File: src/rtl/pipeline_hazard_ctrl_pkg.sv
// ---------------------------------------------------------------------------
// pipe_pkg
// Shared definitions for the 5-stage pipeline hazard controller.
//   state_e  : sequencer states (RUN, MC_WAIT)
//   NOP_CTRL : control word loaded into a latch when it is bubbled/flushed
//   REG_W    : architectural register-address width (16 registers)
// ---------------------------------------------------------------------------
package pipe_pkg;

  localparam int REG_W = 4;

  // A NOP is simply an all-zero control word: no writeback, no memory op.
  localparam logic [21:0] NOP_CTRL = 22'b0;

  typedef enum logic [0:0] {
    ST_RUN     = 1'b0,
    ST_MC_WAIT = 1'b1
  } state_e;

endpackage

File: src/rtl/pipeline_hazard_ctrl_sat_counter.sv
// ---------------------------------------------------------------------------
// sat_counter
// Saturating up-counter used for the pipeline performance counters.
//   clk   : rising-edge clock
//   rst   : asynchronous reset, active-low (clears the count)
//   inc   : count this cycle
//   count : current value; sticks at all-ones instead of wrapping
// ---------------------------------------------------------------------------
module sat_counter #(
  parameter int CNT_W = 32
) (
  input  logic             clk,
  input  logic             rst,
  input  logic             inc,
  output logic [CNT_W-1:0] count
);

  logic [CNT_W-1:0] count_q;
  logic [CNT_W-1:0] count_d;

  // Next value: step by one unless already saturated.
  always_comb begin
    count_d = count_q;
    if (inc && (count_q != {CNT_W{1'b1}})) begin
      count_d = count_q + {{(CNT_W-1){1'b0}}, 1'b1};
    end else begin
      count_d = count_q;
    end
  end

  // Count register.
  always_ff @(posedge clk or negedge rst) begin
    if (!rst) begin
      count_q <= {CNT_W{1'b0}};
    end else begin
      count_q <= count_d;
    end
  end

  assign count = count_q;

endmodule

File: src/rtl/pipeline_hazard_ctrl.sv
// ---------------------------------------------------------------------------
// pipeline_hazard_ctrl
// Stall/flush sequencer for the IF/OF/EX/MA/RW pipeline. Resolves, in fixed
// priority, memory wait states, multicycle EX ops (start/done handshake with
// timeout), taken-branch squash and load-use hazards, and keeps saturating
// stall and flush counters.
// Inputs : clk, rst (async, active-low), OF source regs + valid mask, EX dest
//          reg and op class, branch outcome, MA memory request/ready, mc_done.
// Outputs: mc_start, hold_if/of/ex/ma, bubble_ex/ma/rw, flush_if_of,
//          pc_sel_br (all combinational, zero while in reset), mc_err
//          (sticky), stall_cnt, flush_cnt.
// ---------------------------------------------------------------------------
module pipeline_hazard_ctrl
  import pipe_pkg::*;
#(
  parameter int REG_W  = 4,
  parameter int CNT_W  = 32,
  parameter int MC_TMO = 64
) (
  input  logic             clk,
  input  logic             rst,
  input  logic [REG_W-1:0] of_rs1,
  input  logic [REG_W-1:0] of_rs2,
  input  logic [1:0]       of_rs_vld,
  input  logic [REG_W-1:0] ex_rd,
  input  logic             ex_is_ld,
  input  logic             ex_is_mc,
  input  logic             ex_br_taken,
  input  logic             ma_mem_req,
  input  logic             mem_ready,
  input  logic             mc_done,
  output logic             mc_start,
  output logic             hold_if,
  output logic             hold_of,
  output logic             hold_ex,
  output logic             hold_ma,
  output logic             bubble_ex,
  output logic             bubble_ma,
  output logic             bubble_rw,
  output logic             flush_if_of,
  output logic             pc_sel_br,
  output logic             mc_err,
  output logic [CNT_W-1:0] stall_cnt,
  output logic [CNT_W-1:0] flush_cnt
);

  localparam int TMR_W = (MC_TMO > 2) ? $clog2(MC_TMO) : 1;
  localparam logic [TMR_W-1:0] TMR_LAST = TMR_W'(MC_TMO - 1);
  localparam logic [TMR_W-1:0] TMR_ONE  = TMR_W'(1);

  state_e           state_q, state_d;
  logic [TMR_W-1:0] tmr_q, tmr_d;
  logic             err_q, err_d;

  logic mem_stall_s, load_use_s, mc_release_s;
  logic mc_start_s, hold_if_s, hold_of_s, hold_ex_s, hold_ma_s;
  logic bubble_ex_s, bubble_ma_s, bubble_rw_s, flush_s, pc_sel_s;

  // Hazard detection terms.
  always_comb begin
    mem_stall_s  = ma_mem_req & ~mem_ready;
    load_use_s   = ex_is_ld & ((of_rs_vld[0] & (of_rs1 == ex_rd)) |
                               (of_rs_vld[1] & (of_rs2 == ex_rd)));
    // A timeout releases EX exactly like a real completion would.
    mc_release_s = mc_done | (tmr_q == TMR_LAST);
  end

  // Priority mux for pipeline controls and next-state logic.
  always_comb begin
    mc_start_s  = 1'b0;
    hold_if_s   = 1'b0;
    hold_of_s   = 1'b0;
    hold_ex_s   = 1'b0;
    hold_ma_s   = 1'b0;
    bubble_ex_s = 1'b0;
    bubble_ma_s = 1'b0;
    bubble_rw_s = 1'b0;
    flush_s     = 1'b0;
    pc_sel_s    = 1'b0;
    state_d     = state_q;
    tmr_d       = tmr_q;
    err_d       = err_q;

    if (!rst) begin
      // Everything stays at its default (zero) while reset is asserted.
      state_d = ST_RUN;
    end else if (mem_stall_s) begin
      // Whole pipe freezes; only the multicycle timer keeps running
      // (saturating so it still fires once the memory releases).
      hold_if_s   = 1'b1;
      hold_of_s   = 1'b1;
      hold_ex_s   = 1'b1;
      hold_ma_s   = 1'b1;
      bubble_rw_s = 1'b1;
      if ((state_q == ST_MC_WAIT) && (tmr_q != TMR_LAST)) begin
        tmr_d = tmr_q + TMR_ONE;
      end else begin
        tmr_d = tmr_q;
      end
    end else begin
      case (state_q)
        ST_MC_WAIT: begin
          if (mc_release_s) begin
            state_d = ST_RUN;
            tmr_d   = {TMR_W{1'b0}};
            err_d   = err_q | ~mc_done;
          end else begin
            hold_if_s   = 1'b1;
            hold_of_s   = 1'b1;
            hold_ex_s   = 1'b1;
            bubble_ma_s = 1'b1;
            tmr_d       = tmr_q + TMR_ONE;
          end
        end
        ST_RUN: begin
          if (ex_is_mc) begin
            mc_start_s  = 1'b1;
            hold_if_s   = 1'b1;
            hold_of_s   = 1'b1;
            hold_ex_s   = 1'b1;
            bubble_ma_s = 1'b1;
            state_d     = ST_MC_WAIT;
            tmr_d       = {TMR_W{1'b0}};
          end else if (ex_br_taken) begin
            // Squashing OF makes any load-use hazard on it moot.
            flush_s  = 1'b1;
            pc_sel_s = 1'b1;
          end else if (load_use_s) begin
            hold_if_s   = 1'b1;
            hold_of_s   = 1'b1;
            bubble_ex_s = 1'b1;
          end else begin
            state_d = ST_RUN;
          end
        end
        default: begin
          state_d = ST_RUN;
          tmr_d   = {TMR_W{1'b0}};
        end
      endcase
    end
  end

  // Sequencer state, multicycle timer and sticky timeout flag.
  always_ff @(posedge clk or negedge rst) begin
    if (!rst) begin
      state_q <= ST_RUN;
      tmr_q   <= {TMR_W{1'b0}};
      err_q   <= 1'b0;
    end else begin
      state_q <= state_d;
      tmr_q   <= tmr_d;
      err_q   <= err_d;
    end
  end

  assign mc_start    = mc_start_s;
  assign hold_if     = hold_if_s;
  assign hold_of     = hold_of_s;
  assign hold_ex     = hold_ex_s;
  assign hold_ma     = hold_ma_s;
  assign bubble_ex   = bubble_ex_s;
  assign bubble_ma   = bubble_ma_s;
  assign bubble_rw   = bubble_rw_s;
  assign flush_if_of = flush_s;
  assign pc_sel_br   = pc_sel_s;
  assign mc_err      = err_q;

  sat_counter #(.CNT_W(CNT_W)) u_stall_cnt (
    .clk   (clk),
    .rst   (rst),
    .inc   (hold_if_s | hold_of_s | hold_ex_s | hold_ma_s),
    .count (stall_cnt)
  );

  sat_counter #(.CNT_W(CNT_W)) u_flush_cnt (
    .clk   (clk),
    .rst   (rst),
    .inc   (flush_s),
    .count (flush_cnt)
  );

endmodule

File: config.mk
export PLATFORM = sky130hd
export DESIGN_NAME = pipeline_hazard_ctrl
export DESIGN_NICKNAME = d
export VERILOG_FILES = /design/src/rtl/pipeline_hazard_ctrl_pkg.sv /design/src/rtl/pipeline_hazard_ctrl_sat_counter.sv /design/src/rtl/pipeline_hazard_ctrl.sv
export SDC_FILE = /design/constraint.sdc
export NUM_CORES = 1
export LEC_CHECK = 0
export CORE_MARGIN = 3
export CORE_UTILIZATION = 50
export CTS_CLUSTER_DIAMETER = 30
export DETAILED_ROUTE_END_ITERATION = 8
export PLACE_DENSITY = 0.88
export SLEW_MARGIN = 25
export SYNTH_ARGS = -nofsm -noshare
export SYNTH_HDL_FRONTEND = slang
export SYNTH_HIERARCHICAL = 1
export SYNTH_SLANG_ARGS = --single-unit
File: constraint.sdc
create_clock -name clk -period 3.51 [get_ports clk]
set_input_delay 0.5265 -clock clk [delete_from_list [all_inputs] [get_ports clk]]
set_output_delay 0.5265 -clock clk [all_outputs]
set_load 0.05 [all_outputs]
==> results.txt <==
Worst path cell trace: clkdlybuf4s50_1 -> xor2_1 -> nor4_1 -> a21oi_1 -> o21ai_0 -> clkdlybuf4s50_1
CP most frequent cell: clkdlybuf4s50_1
Largest net degree at the start of global routing: 52
Slew Viols, Final: 0
Worst VDD drop: 0.347 mV
Via-to-Cell Ratio: 5.72
PwrDens: 421 nW/um^2
Cell family with most CP delay: buffers and inverters
Final wirelength: 9720 microns
Hold_ws: 0.0474 ns
Die area: 8930 sq um
Initial Util: 52.8%
GRT overflow: 0
Startpoint types: primary input
Clock sinks: 72
Cell Rows: 31
WS Path Type: in2out
Max-cap violations: 0
Number of synthesized flops with an enable pin: 0
Leakage: 2.18 nW
Synth Register Bits: 72
Mapped Nets: 410
Area grow syn2layout: 31.8%
TritonCTS Buffers: 9
Synth top area cells: dfrtp_1 46%, xnor2_1 8.1%, xor2_1 6.5%
Setup TNS: 0 ns
Pre-antenna DRT Iters: 6
Setup violations, final: 0
Register area share after synthesis: 46.0%
Required time worst endpoint: 2.98 ns
Initial DRC count: 157
Vias: 3375
Wire per inst: 16.5 microns
Commonest non-fill, non-tap cell in the layout: clkdlybuf4s50_1
Post-Route Skew: 0.00484 ns
Post-route ant nets: 0
CP endpoint kind: output pin
Setup WS pre-CTS: 0.346 ns
Tightest Hold Check Type: in2async
Core ar.: 7410 sq um
Initial antenna violation count: 0
Postcts setup bufs: 0
Hold_buf cts: 0
Yosys top cell area share: 46.0%
Synth warnings: 6
Routability Congestion: 0.928
Ant. Diodes: 0
First-pass GRT wire length: 16000 microns
Gr usage total: 22.9%
CTS tree: yes
CTS Root Buffer Type: clkbuf_8
Final worst path period share: 89.9%
Nets: 514
Final core utilization: 69.6%
Fmax: 0.317 GHz
DRC violations left: 0
Chip height: 94.5 microns
DIE WIDTH: 94.5 microns
CTS max path bufs: 2
Syn Inst Count: 385
Port Buffer Count: 96
Worst-Margin Slew: 0.898 ns
Post-Syn Area: 3920 sq um
Post-synth top area cell: dfrtp_1
Netlist cell types: 54
RSZ-0062 raised after global routing: no
Htree depth: 3
Avg Inst Size Synth: 10.2 sq um
Vias in the first global route: 3379
HPWL Detailed: 7340 microns
Crit path DAT: 2.63 ns
Async SR Flop Fraction: 100%
Top FF cell, synth: dfrtp_1
Clock latency on the worst-skew pair: 0.34 ns
Worst-path maximum fanout: 3
IO Pins: 97
Post-DP Area: 5000 sq um
Crit path max-delay cell type: clkdlybuf4s50_1
Status: finished clean
Most frequent cells in the layout: 92 x clkdlybuf4s50_1, 72 x dfrtp_1, 42 x nand2_1
Proportion of layout cells with a drive suffix above 1: 9.57%
Minimum clock period: 3.16 ns
Post-route cell area: 5160 sq um
Fin. Hold Viols: 0
Fin worst setup slack: 0.355 ns
Clock-pin slew on the worst setup and hold paths: 0.07 ns
Worst rel slew slack: 39.9%
Critical path's largest stage delay: 0.85 ns
# resized after CTS: 0
Buffers and inverters on the worst path: 2
==> synthesized netlist by cell type, drive strengths merged (7+ instances only) <==
library cell,number
dfrtp,72
nand2,43
xnor2,36
xor2,29
nand3,28
nor2,27
nand4,25
nor3,16
and3,9
inv,9
o21ai,9
and4,8
nor4,8
a21oi,7
==> sequential cells by signal, summed over array words and instances, names as in the netlist <==
register           count
mc_err                 1
state_q                1
tmr_q                  6
u_flush_cnt/count     32
u_stall_cnt/count     32
==> routing by layer <==
layer	track usage [%]	wire length [microns]	vias to the layer above
met1	28.2	4110	1633
met4	7.45	175	0
li1	-	-	1593
met5	0	0	-
met3	6.29	648	17
met2	38.8	4780	132
==> worst paths after layout <==
kind,slack (ns),end,start,cells after the start
hold / removal,0.05,tmr_q[5],rst,1
setup reg to reg,0.88,u_stall_cnt/count[31],tmr_q[0],10
setup / recovery,0.35,hold_of,ex_rd[3],6
hold reg to reg,0.49,u_stall_cnt/count[23],u_stall_cnt/count[23],1
min in group clk,0.49,u_stall_cnt/count[23],u_stall_cnt/count[23],1
max in group asynchronous,2.55,u_stall_cnt/count[7],rst,2
==> cell type report <==
type                    count  area [sq um]
inverters                   9          33.8
repair buffers            101          1010
flip-flops and latches     72          1800
multi-input cells         296          2030
well taps                  99           124
clock inverters             1          5.00
clock buffers              12           155
fillers                   551          2250
==> through the flow <==
stage          power (mW)  instances
6_report             2.17        590
5_1_grt              2.27        590
4_1_cts              2.18        590
3_5_place_dp         1.61        577
3_3_place_gp         1.59        577
2_1_floorplan        1.37        385
==> power breakdown <==
part	internal [mW]	switching [mW]
logic	0.212	0.380
registers	0.896	0.109
clock network	0.283	0.290
==> kinds of logic (layout without fill, tap and decap cells) <==
group / after synthesis / in the layout / share of synthesized area [%]
xor+xnor: 65 / 65 / 14.5
compound gates: 33 / 33 / 7.00
fa+ha+maj: 3 / 3 / 0.959
buf+inv: 17 / 123 / 2.33
mux: 6 / 6 / 1.69
simple gates: 189 / 189 / 27.5
flops: 72 / 72 / 46.0
Power figures use the tool's default switching activity.
